==> config.mk <==
export PLATFORM = sky130hd
export DESIGN_NAME = multicycle_controller_flat
export DESIGN_NICKNAME = d
export VERILOG_FILES = /design/src/rtl/multicycle_controller_if.sv /design/src/rtl/multicycle_controller.sv /design/src/flat_wrapper.sv
export SDC_FILE = /design/constraint.sdc
export NUM_CORES = 1
export LEC_CHECK = 0
export ABC_AREA = 1
export CORE_AREA = 4 4 41 43
export DETAILED_ROUTE_END_ITERATION = 16
export DIE_AREA = 0 0 45 47
export DONT_BUFFER_PORTS = 1
export GPL_TIMING_DRIVEN = 0
export PLACE_DENSITY = 0.69
export SYNTH_ARGS = -nofsm -noshare
export SYNTH_HDL_FRONTEND = slang
export SYNTH_SLANG_ARGS = --single-unit
==> constraint.sdc <==
create_clock -name clk -period 1.2 [get_ports clk]
set_input_delay 0.12 -clock clk [delete_from_list [all_inputs] [get_ports clk]]
set_output_delay 0.12 -clock clk [all_outputs]
set_load 0.02 [all_outputs]
==> src/rtl/multicycle_controller_if.sv <==
// ============================================================================
// multicycle_controller_if : instruction/flag inputs and datapath control bus
// Rev 1.0
// ============================================================================
`default_nettype none

interface multicycle_controller_if;
  logic [31:0] instr;
  logic        zero;
  logic [2:0]  imm_src;
  logic [3:0]  alu_control;
  logic        add_sub_mode;
  logic [1:0]  result_src;
  logic [1:0]  alu_src_a;
  logic [1:0]  alu_src_b;
  logic        adr_src;
  logic        ir_write;
  logic        reg_write;
  logic        pc_write;
  logic        mem_write;
  logic        instr_retired;
  logic        illegal;
  logic [3:0]  state_dbg;

  modport master (
    input  instr, zero,
    output imm_src, alu_control, add_sub_mode, result_src, alu_src_a,
           alu_src_b, adr_src, ir_write, reg_write, pc_write, mem_write,
           instr_retired, illegal, state_dbg
  );

  modport slave (
    output instr, zero,
    input  imm_src, alu_control, add_sub_mode, result_src, alu_src_a,
           alu_src_b, adr_src, ir_write, reg_write, pc_write, mem_write,
           instr_retired, illegal, state_dbg
  );
endinterface

`default_nettype wire

==> src/rtl/multicycle_controller.sv <==
// ============================================================================
// multicycle_controller : Moore control FSM sequencing the RV32I multicycle datapath
// Rev 1.0
// ============================================================================
`default_nettype none

module multicycle_controller #(
  parameter logic [3:0] RESET_STATE     = 4'd0,
  parameter bit         HALT_ON_ILLEGAL = 1'b1
) (
  input  logic                   clk,
  input  logic                   reset,
  multicycle_controller_if.master bus
);

  typedef enum logic [3:0] {
    S_FETCH    = 4'd0,
    S_DECODE   = 4'd1,
    S_MEMADR   = 4'd2,
    S_MEMREAD  = 4'd3,
    S_MEMWB    = 4'd4,
    S_MEMWRITE = 4'd5,
    S_EXEC_R   = 4'd6,
    S_EXEC_I   = 4'd7,
    S_ALUWB    = 4'd8,
    S_BRANCH   = 4'd9,
    S_JAL      = 4'd10,
    S_LUI      = 4'd11,
    S_TRAP     = 4'd12
  } state_t;

  localparam logic [6:0] c_OP_LOAD   = 7'b0000011;
  localparam logic [6:0] c_OP_STORE  = 7'b0100011;
  localparam logic [6:0] c_OP_R      = 7'b0110011;
  localparam logic [6:0] c_OP_I      = 7'b0010011;
  localparam logic [6:0] c_OP_BRANCH = 7'b1100011;
  localparam logic [6:0] c_OP_JAL    = 7'b1101111;
  localparam logic [6:0] c_OP_LUI    = 7'b0110111;

  localparam logic [3:0] c_ALU_ADD  = 4'b0000;
  localparam logic [3:0] c_ALU_SUB  = 4'b0001;
  localparam logic [3:0] c_ALU_AND  = 4'b0010;
  localparam logic [3:0] c_ALU_OR   = 4'b0011;
  localparam logic [3:0] c_ALU_XOR  = 4'b0100;
  localparam logic [3:0] c_ALU_SLT  = 4'b0101;
  localparam logic [3:0] c_ALU_SLTU = 4'b0110;
  localparam logic [3:0] c_ALU_SLL  = 4'b0111;
  localparam logic [3:0] c_ALU_SRL  = 4'b1000;
  localparam logic [3:0] c_ALU_SRA  = 4'b1001;

  state_t     r_state;
  state_t     w_next_state;
  logic       r_illegal;

  logic [6:0] w_op;
  logic [2:0] w_funct3;
  logic       w_funct7b5;

  logic [3:0] w_alu_control;
  logic [1:0] w_result_src;
  logic [1:0] w_alu_src_a;
  logic [1:0] w_alu_src_b;
  logic       w_adr_src;
  logic       w_ir_write;
  logic       w_reg_write;
  logic       w_pc_write;
  logic       w_mem_write;
  logic       w_retire;
  logic [2:0] w_imm_src;
  logic       unused_instr_bits;

  assign w_op       = bus.instr[6:0];
  assign w_funct3   = bus.instr[14:12];
  assign w_funct7b5 = bus.instr[30];
  assign unused_instr_bits = ^{bus.instr[31], bus.instr[29:15], bus.instr[11:7]};

  // funct7b5 selects SUB only for register-register ops; shifts honour it in both forms
  function automatic logic [3:0] alu_decode(input logic [2:0] f3,
                                            input logic       f7b5,
                                            input logic       is_r);
    logic [3:0] op;
    op = c_ALU_ADD;
    case (f3)
      3'b000:  op = (is_r && f7b5) ? c_ALU_SUB : c_ALU_ADD;
      3'b111:  op = c_ALU_AND;
      3'b110:  op = c_ALU_OR;
      3'b100:  op = c_ALU_XOR;
      3'b010:  op = c_ALU_SLT;
      3'b011:  op = c_ALU_SLTU;
      3'b001:  op = c_ALU_SLL;
      3'b101:  op = f7b5 ? c_ALU_SRA : c_ALU_SRL;
      default: op = c_ALU_ADD;
    endcase
    return op;
  endfunction

  always_ff @(posedge clk or posedge reset) begin
    if (reset) begin
      r_state   <= state_t'(RESET_STATE);
      r_illegal <= 1'b0;
    end else begin
      r_state <= w_next_state;
      if (w_next_state == S_TRAP)
        r_illegal <= 1'b1;
    end
  end

  always_comb begin
    w_imm_src = 3'b000;
    case (w_op)
      c_OP_STORE:  w_imm_src = 3'b001;
      c_OP_BRANCH: w_imm_src = 3'b010;
      c_OP_JAL:    w_imm_src = 3'b011;
      c_OP_LUI:    w_imm_src = 3'b100;
      default:     w_imm_src = 3'b000;
    endcase
  end

  always_comb begin
    w_next_state  = r_state;
    w_alu_control = c_ALU_ADD;
    w_result_src  = 2'd0;
    w_alu_src_a   = 2'd0;
    w_alu_src_b   = 2'd0;
    w_adr_src     = 1'b0;
    w_ir_write    = 1'b0;
    w_reg_write   = 1'b0;
    w_pc_write    = 1'b0;
    w_mem_write   = 1'b0;
    w_retire      = 1'b0;

    case (r_state)
      S_FETCH: begin
        w_ir_write   = 1'b1;
        w_alu_src_b  = 2'd2;
        w_result_src = 2'd2;
        w_pc_write   = 1'b1;
        w_next_state = S_DECODE;
      end
      S_DECODE: begin
        w_alu_src_a = 2'd1;
        w_alu_src_b = 2'd1;
        case (w_op)
          c_OP_LOAD, c_OP_STORE: w_next_state = S_MEMADR;
          c_OP_R:                w_next_state = S_EXEC_R;
          c_OP_I:                w_next_state = S_EXEC_I;
          c_OP_JAL:              w_next_state = S_JAL;
          c_OP_LUI:              w_next_state = S_LUI;
          c_OP_BRANCH: begin
            if (w_funct3[2:1] == 2'b00)
              w_next_state = S_BRANCH;
            else
              w_next_state = HALT_ON_ILLEGAL ? S_TRAP : S_FETCH;
          end
          default:               w_next_state = HALT_ON_ILLEGAL ? S_TRAP : S_FETCH;
        endcase
      end
      S_MEMADR: begin
        w_alu_src_a  = 2'd2;
        w_alu_src_b  = 2'd1;
        // op[5] distinguishes store (0100011) from load (0000011)
        w_next_state = w_op[5] ? S_MEMWRITE : S_MEMREAD;
      end
      S_MEMREAD: begin
        w_adr_src    = 1'b1;
        w_next_state = S_MEMWB;
      end
      S_MEMWB: begin
        w_result_src = 2'd1;
        w_reg_write  = 1'b1;
        w_retire     = 1'b1;
        w_next_state = S_FETCH;
      end
      S_MEMWRITE: begin
        w_adr_src    = 1'b1;
        w_mem_write  = 1'b1;
        w_retire     = 1'b1;
        w_next_state = S_FETCH;
      end
      S_EXEC_R: begin
        w_alu_src_a   = 2'd2;
        w_alu_control = alu_decode(w_funct3, w_funct7b5, 1'b1);
        w_next_state  = S_ALUWB;
      end
      S_EXEC_I: begin
        w_alu_src_a   = 2'd2;
        w_alu_src_b   = 2'd1;
        w_alu_control = alu_decode(w_funct3, w_funct7b5, 1'b0);
        w_next_state  = S_ALUWB;
      end
      S_ALUWB: begin
        w_reg_write  = 1'b1;
        w_retire     = 1'b1;
        w_next_state = S_FETCH;
      end
      S_BRANCH: begin
        w_alu_src_a   = 2'd2;
        w_alu_control = c_ALU_SUB;
        w_pc_write    = bus.zero ^ w_funct3[0];
        w_retire      = 1'b1;
        w_next_state  = S_FETCH;
      end
      S_JAL: begin
        w_alu_src_a  = 2'd1;
        w_alu_src_b  = 2'd2;
        w_pc_write   = 1'b1;
        w_next_state = S_ALUWB;
      end
      S_LUI: begin
        w_result_src = 2'd3;
        w_reg_write  = 1'b1;
        w_retire     = 1'b1;
        w_next_state = S_FETCH;
      end
      S_TRAP: begin
        w_next_state = S_TRAP;
      end
      default: begin
        w_next_state = S_FETCH;
      end
    endcase
  end

  assign bus.imm_src      = w_imm_src;
  assign bus.alu_control  = w_alu_control;
  assign bus.add_sub_mode = (w_alu_control == c_ALU_SUB) ||
                            (w_alu_control == c_ALU_SLT) ||
                            (w_alu_control == c_ALU_SLTU);
  assign bus.result_src   = w_result_src;
  assign bus.alu_src_a    = w_alu_src_a;
  assign bus.alu_src_b    = w_alu_src_b;
  assign bus.adr_src      = w_adr_src;
  // Strobes are gated by reset so an abandoned instruction leaves no partial write
  assign bus.ir_write      = w_ir_write  & ~reset;
  assign bus.reg_write     = w_reg_write & ~reset;
  assign bus.pc_write      = w_pc_write  & ~reset;
  assign bus.mem_write     = w_mem_write & ~reset;
  assign bus.instr_retired = w_retire    & ~reset;
  assign bus.illegal       = r_illegal;
  assign bus.state_dbg     = r_state;

endmodule

`default_nettype wire

==> src/flat_wrapper.sv <==
// flat-port wrapper written by rule: the top's interface ports become plain ports
module multicycle_controller_flat 
#(
  parameter logic [3:0] RESET_STATE     = 4'd0,
  parameter bit         HALT_ON_ILLEGAL = 1'b1
)
  (clk, reset, bus_instr, bus_zero, bus_imm_src, bus_alu_control, bus_add_sub_mode, bus_result_src, bus_alu_src_a, bus_alu_src_b, bus_adr_src, bus_ir_write, bus_reg_write, bus_pc_write, bus_mem_write, bus_instr_retired, bus_illegal, bus_state_dbg);
  multicycle_controller_if bus_i ();
  input  logic clk;
  input  logic reset;
  input wire logic [$bits(bus_i.instr)-1:0] bus_instr;
  input wire logic [$bits(bus_i.zero)-1:0] bus_zero;
  output wire logic [$bits(bus_i.imm_src)-1:0] bus_imm_src;
  output wire logic [$bits(bus_i.alu_control)-1:0] bus_alu_control;
  output wire logic [$bits(bus_i.add_sub_mode)-1:0] bus_add_sub_mode;
  output wire logic [$bits(bus_i.result_src)-1:0] bus_result_src;
  output wire logic [$bits(bus_i.alu_src_a)-1:0] bus_alu_src_a;
  output wire logic [$bits(bus_i.alu_src_b)-1:0] bus_alu_src_b;
  output wire logic [$bits(bus_i.adr_src)-1:0] bus_adr_src;
  output wire logic [$bits(bus_i.ir_write)-1:0] bus_ir_write;
  output wire logic [$bits(bus_i.reg_write)-1:0] bus_reg_write;
  output wire logic [$bits(bus_i.pc_write)-1:0] bus_pc_write;
  output wire logic [$bits(bus_i.mem_write)-1:0] bus_mem_write;
  output wire logic [$bits(bus_i.instr_retired)-1:0] bus_instr_retired;
  output wire logic [$bits(bus_i.illegal)-1:0] bus_illegal;
  output wire logic [$bits(bus_i.state_dbg)-1:0] bus_state_dbg;
  assign bus_i.instr = bus_instr;
  assign bus_i.zero = bus_zero;
  assign bus_imm_src = bus_i.imm_src;
  assign bus_alu_control = bus_i.alu_control;
  assign bus_add_sub_mode = bus_i.add_sub_mode;
  assign bus_result_src = bus_i.result_src;
  assign bus_alu_src_a = bus_i.alu_src_a;
  assign bus_alu_src_b = bus_i.alu_src_b;
  assign bus_adr_src = bus_i.adr_src;
  assign bus_ir_write = bus_i.ir_write;
  assign bus_reg_write = bus_i.reg_write;
  assign bus_pc_write = bus_i.pc_write;
  assign bus_mem_write = bus_i.mem_write;
  assign bus_instr_retired = bus_i.instr_retired;
  assign bus_illegal = bus_i.illegal;
  assign bus_state_dbg = bus_i.state_dbg;
  multicycle_controller #(.RESET_STATE(RESET_STATE), .HALT_ON_ILLEGAL(HALT_ON_ILLEGAL)) u_core (.clk(clk), .reset(reset), .bus(bus_i));
endmodule
==> summary.txt <==
Status
  – Status: finished, violations left
  – Failing checks: negative setup slack

Final layout
  – Fin cells: approximately 160
  – Share of cells above drive strength 1: 54.5%
  – Most common cell after layout, fill and taps aside: nand2_1
  – Finished Core Util: between 80 and 90%
  – Register area: 130 um^2
  – Commonest cells after routing, fill and taps aside: nand2_1, nor2_1, inv_2, inv_1, buf_4
  – Area of the multi-input gates: 718 um^2
  – Fillers: 60
  – Count of antenna diodes in the layout: 0
  – P&R area growth vs syn: 67.3%
  – Final net count: 179

Timing
  – Max Slew Vio Count: 0
  – RSZ-0062 raised after global routing: yes
  – Fmax achieved: 0.507 GHz
  – Setup ws final: -772 ps
  – Final Critical Period: 1970 ps
  – Slew @ Worst Pin: 577 ps
  – Max_slew headroom: 61.1%
  – Final hold violations: 0
  – Final Cycle Share: 164%
  – Clock skew: ~11 ps
  – WHS: 165 ps
  – Final setup vio count: 22

Floorplan
  – Initial core utilization: a little over half
  – # IOs: 60
  – Die W: 45 um
  – FP Rows: 13
  – Die area: roughly 2100 um^2
  – Core box area: 1300 um^2
  – Height of the chip: around 47 um

Synthesis
  – Syn_area_per_cell: 5.73 um^2
  – Post-Synthesis Net Count: roughly 160
  – Netlist cell types: 27
  – Post-Syn Area: 693 um^2
  – Mapped Cells: 121
  – Sequential area share after synthesis: 18.1%
  – Synth warn: 0
  – Number of synthesized register bits: 5

Critical path
  – Worst path cell trace: inv_4 > nor2_4 > nand4_1 > nand3_4 > nand2_1 > o22ai_4
  – Largest fanout on the critical path: 4
  – Critical path's top delay family: simple AND/OR/NAND/NOR gates
  – Worst path max stage delay: 500 ps
  – Setup crit start kind: flip-flop
  – CP Class: flip-flop to output port
  – Critical path buffers and inverters: 1
  – Worst path slowest cell: dfrtp_2
  – CP arrival: 1850 ps
  – Critical path endpoint category: output port
  – WP data required: 1080 ps

Global routing
  – Largest net degree at the start of global routing: 8
  – Initial antenna violation count: 0
  – GRT Residual Overflow: 0
  – Vias in the first global route: 870
  – First-pass GRT wire length: 3850 um
  – GRT Util Overall: roughly 25%

Route
  – DRC: 0
  – Via count: ~1100
  – Wire length per cell: 23.8 um
  – Initial DRC count: 70
  – Remaining antenna violation count after routing: 0
  – Vias per cell: 6.74
  – Final wirelength: between 3000 and 4000 um
  – Pre-antenna DRT Iters: 5

Power
  – P_leak: between 0.5 and 0.6 nW
  – Final Power: between 2 and 2.5 mW
  – VDD IR max: about 0.0013 V
  – Power density over cell area: 1970 nW/um^2

Place
  – Hpwl dp: 1530 um
  – Gp weighted congestion: 0.853
  – Worst slack, placed: -520 ps
  – Placed cells: between 100 and 150
  – PortBufs: 0

CTS
  – Root Driver: clkbuf_4
  – CTS clk-pin slew, worst paths: 50 ps
  – CTS tree: yes
  – CTS max path bufs: 2
  – Total CTS buffers: 3
  – CTS Sinks: 5
  – H-tree depth: 1
  – Worst skew pair latency: 250 ps

Run
  – Max-cap viol count: 0

Worst hold path
  – Worst Hold Class: primary input to flip-flop
[cells in the mapped netlist]
| cell | number | area share [%] |
|---|---|---|
| a31oi_1 | 1 | 0.90 |
| nand2_2 | 1 | 0.90 |
| o21ai_1 | 2 | 1.4 |
| dfrtp_1 | 5 | 18 |
| a31o_1 | 1 | 1.3 |
| nand3_2 | 2 | 2.9 |
| inv_2 | 13 | 7.0 |
| a21oi_1 | 2 | 1.4 |
| nor3_2 | 1 | 1.4 |
| inv_1 | 13 | 7.0 |
| a41oi_1 | 1 | 1.3 |
| or2_2 | 1 | 0.90 |
| o21ai_0 | 3 | 2.2 |
| nand3_1 | 8 | 5.8 |
| o41ai_1 | 1 | 1.3 |
| nor3_1 | 1 | 0.72 |
| o22ai_2 | 1 | 1.8 |
| nand2_1 | 32 | 17 |
| nor2_4 | 2 | 3.2 |
| nand4_1 | 3 | 2.7 |
| o211ai_1 | 1 | 1.1 |
| o22ai_1 | 1 | 0.90 |
| nor4_4 | 1 | 3.1 |
| nor2_1 | 18 | 9.7 |
| a211oi_1 | 1 | 1.1 |
| nor2_2 | 4 | 3.6 |
| or2_1 | 1 | 0.90 |
[power breakdown]
group	total (mW)	internal, mW	switching, mW
Clock	0.201	0.126	0.0748
Sequential	0.413	0.221	0.192
Combinational	1.67	0.557	1.11
Total	2.28	0.904	1.38
[per-stage QoR]
stage / TNS (ps) / cell area, um^2
6_report: -9450 / 1160
5_1_grt: -10500 / 1160
4_1_cts: -6390 / 1020
3_5_place_dp: -2680 / 744
3_3_place_gp: -2500 / 744
2_1_floorplan: -1270 / 726
[repair_timing]
item	in CTS	in global routing
hold buffers	2	0
resized for setup	38	18
hold endpoints to repair	6	0
pin swaps	9	9
cloned	0	0
setup endpoints to repair	22	22
buffers inserted	9	7
[path summary, 6_finish.rpt]
check / to / slack [ps] / cells past startpoint / start
min in group asynchronous: u_core.bus.state_dbg[0] / 260 / 2 / reset
max reg2reg: u_core.bus.illegal / -400 / 11 / u_core.bus.state_dbg[3]
max: bus_add_sub_mode / -770 / 6 / u_core.bus.state_dbg[2]
min reg2reg: u_core.bus.illegal / 610 / 2 / u_core.bus.illegal
min: u_core.bus.state_dbg[3] / 170 / 4 / bus_instr[6]
max in group asynchronous: u_core.bus.state_dbg[1] / 720 / 2 / reset
[flip-flops by register name, summed over array words and instances, names as in the netlist]
register              cells
u_core.bus.state_dbg      4
u_core.bus.illegal        1
[tightest hold or removal path: stages]
cell,delay [ps]
inv_2,30
nand4_1,90
nand2_1,70
nand2_2,80
[metal layers]
metal / up-vias / share of wire, % / wire [um] / global-route usage, %
li1: 433 / - / - / -
met1: 477 / 34 / 1270 / 27.0
met2: 125 / 43 / 1620 / 45.2
met3: 30 / 16 / 611 / 8.43
met4: 0 / 6.8 / 255 / 11.1
met5: - / 0 / 0 / 0
[area by class of cell]
cell class	count	share of cell area [%]
Inverter	26	9.28
Timing Repair Buffer	18	13.7
Clock buffer	4	2.27
Tap cell	15	1.62
Multi-Input combinational cell	90	61.9
Sequential cell	5	11.2
[cells by family after synthesis]
group,synth area share [%]
AOI/OAI and AO/OA,14.6
and+or+nand+nor,53.2
buffers and inverters,14.1
DFF,18.1
No activity file was read; power rests on OpenSTA's default activity.
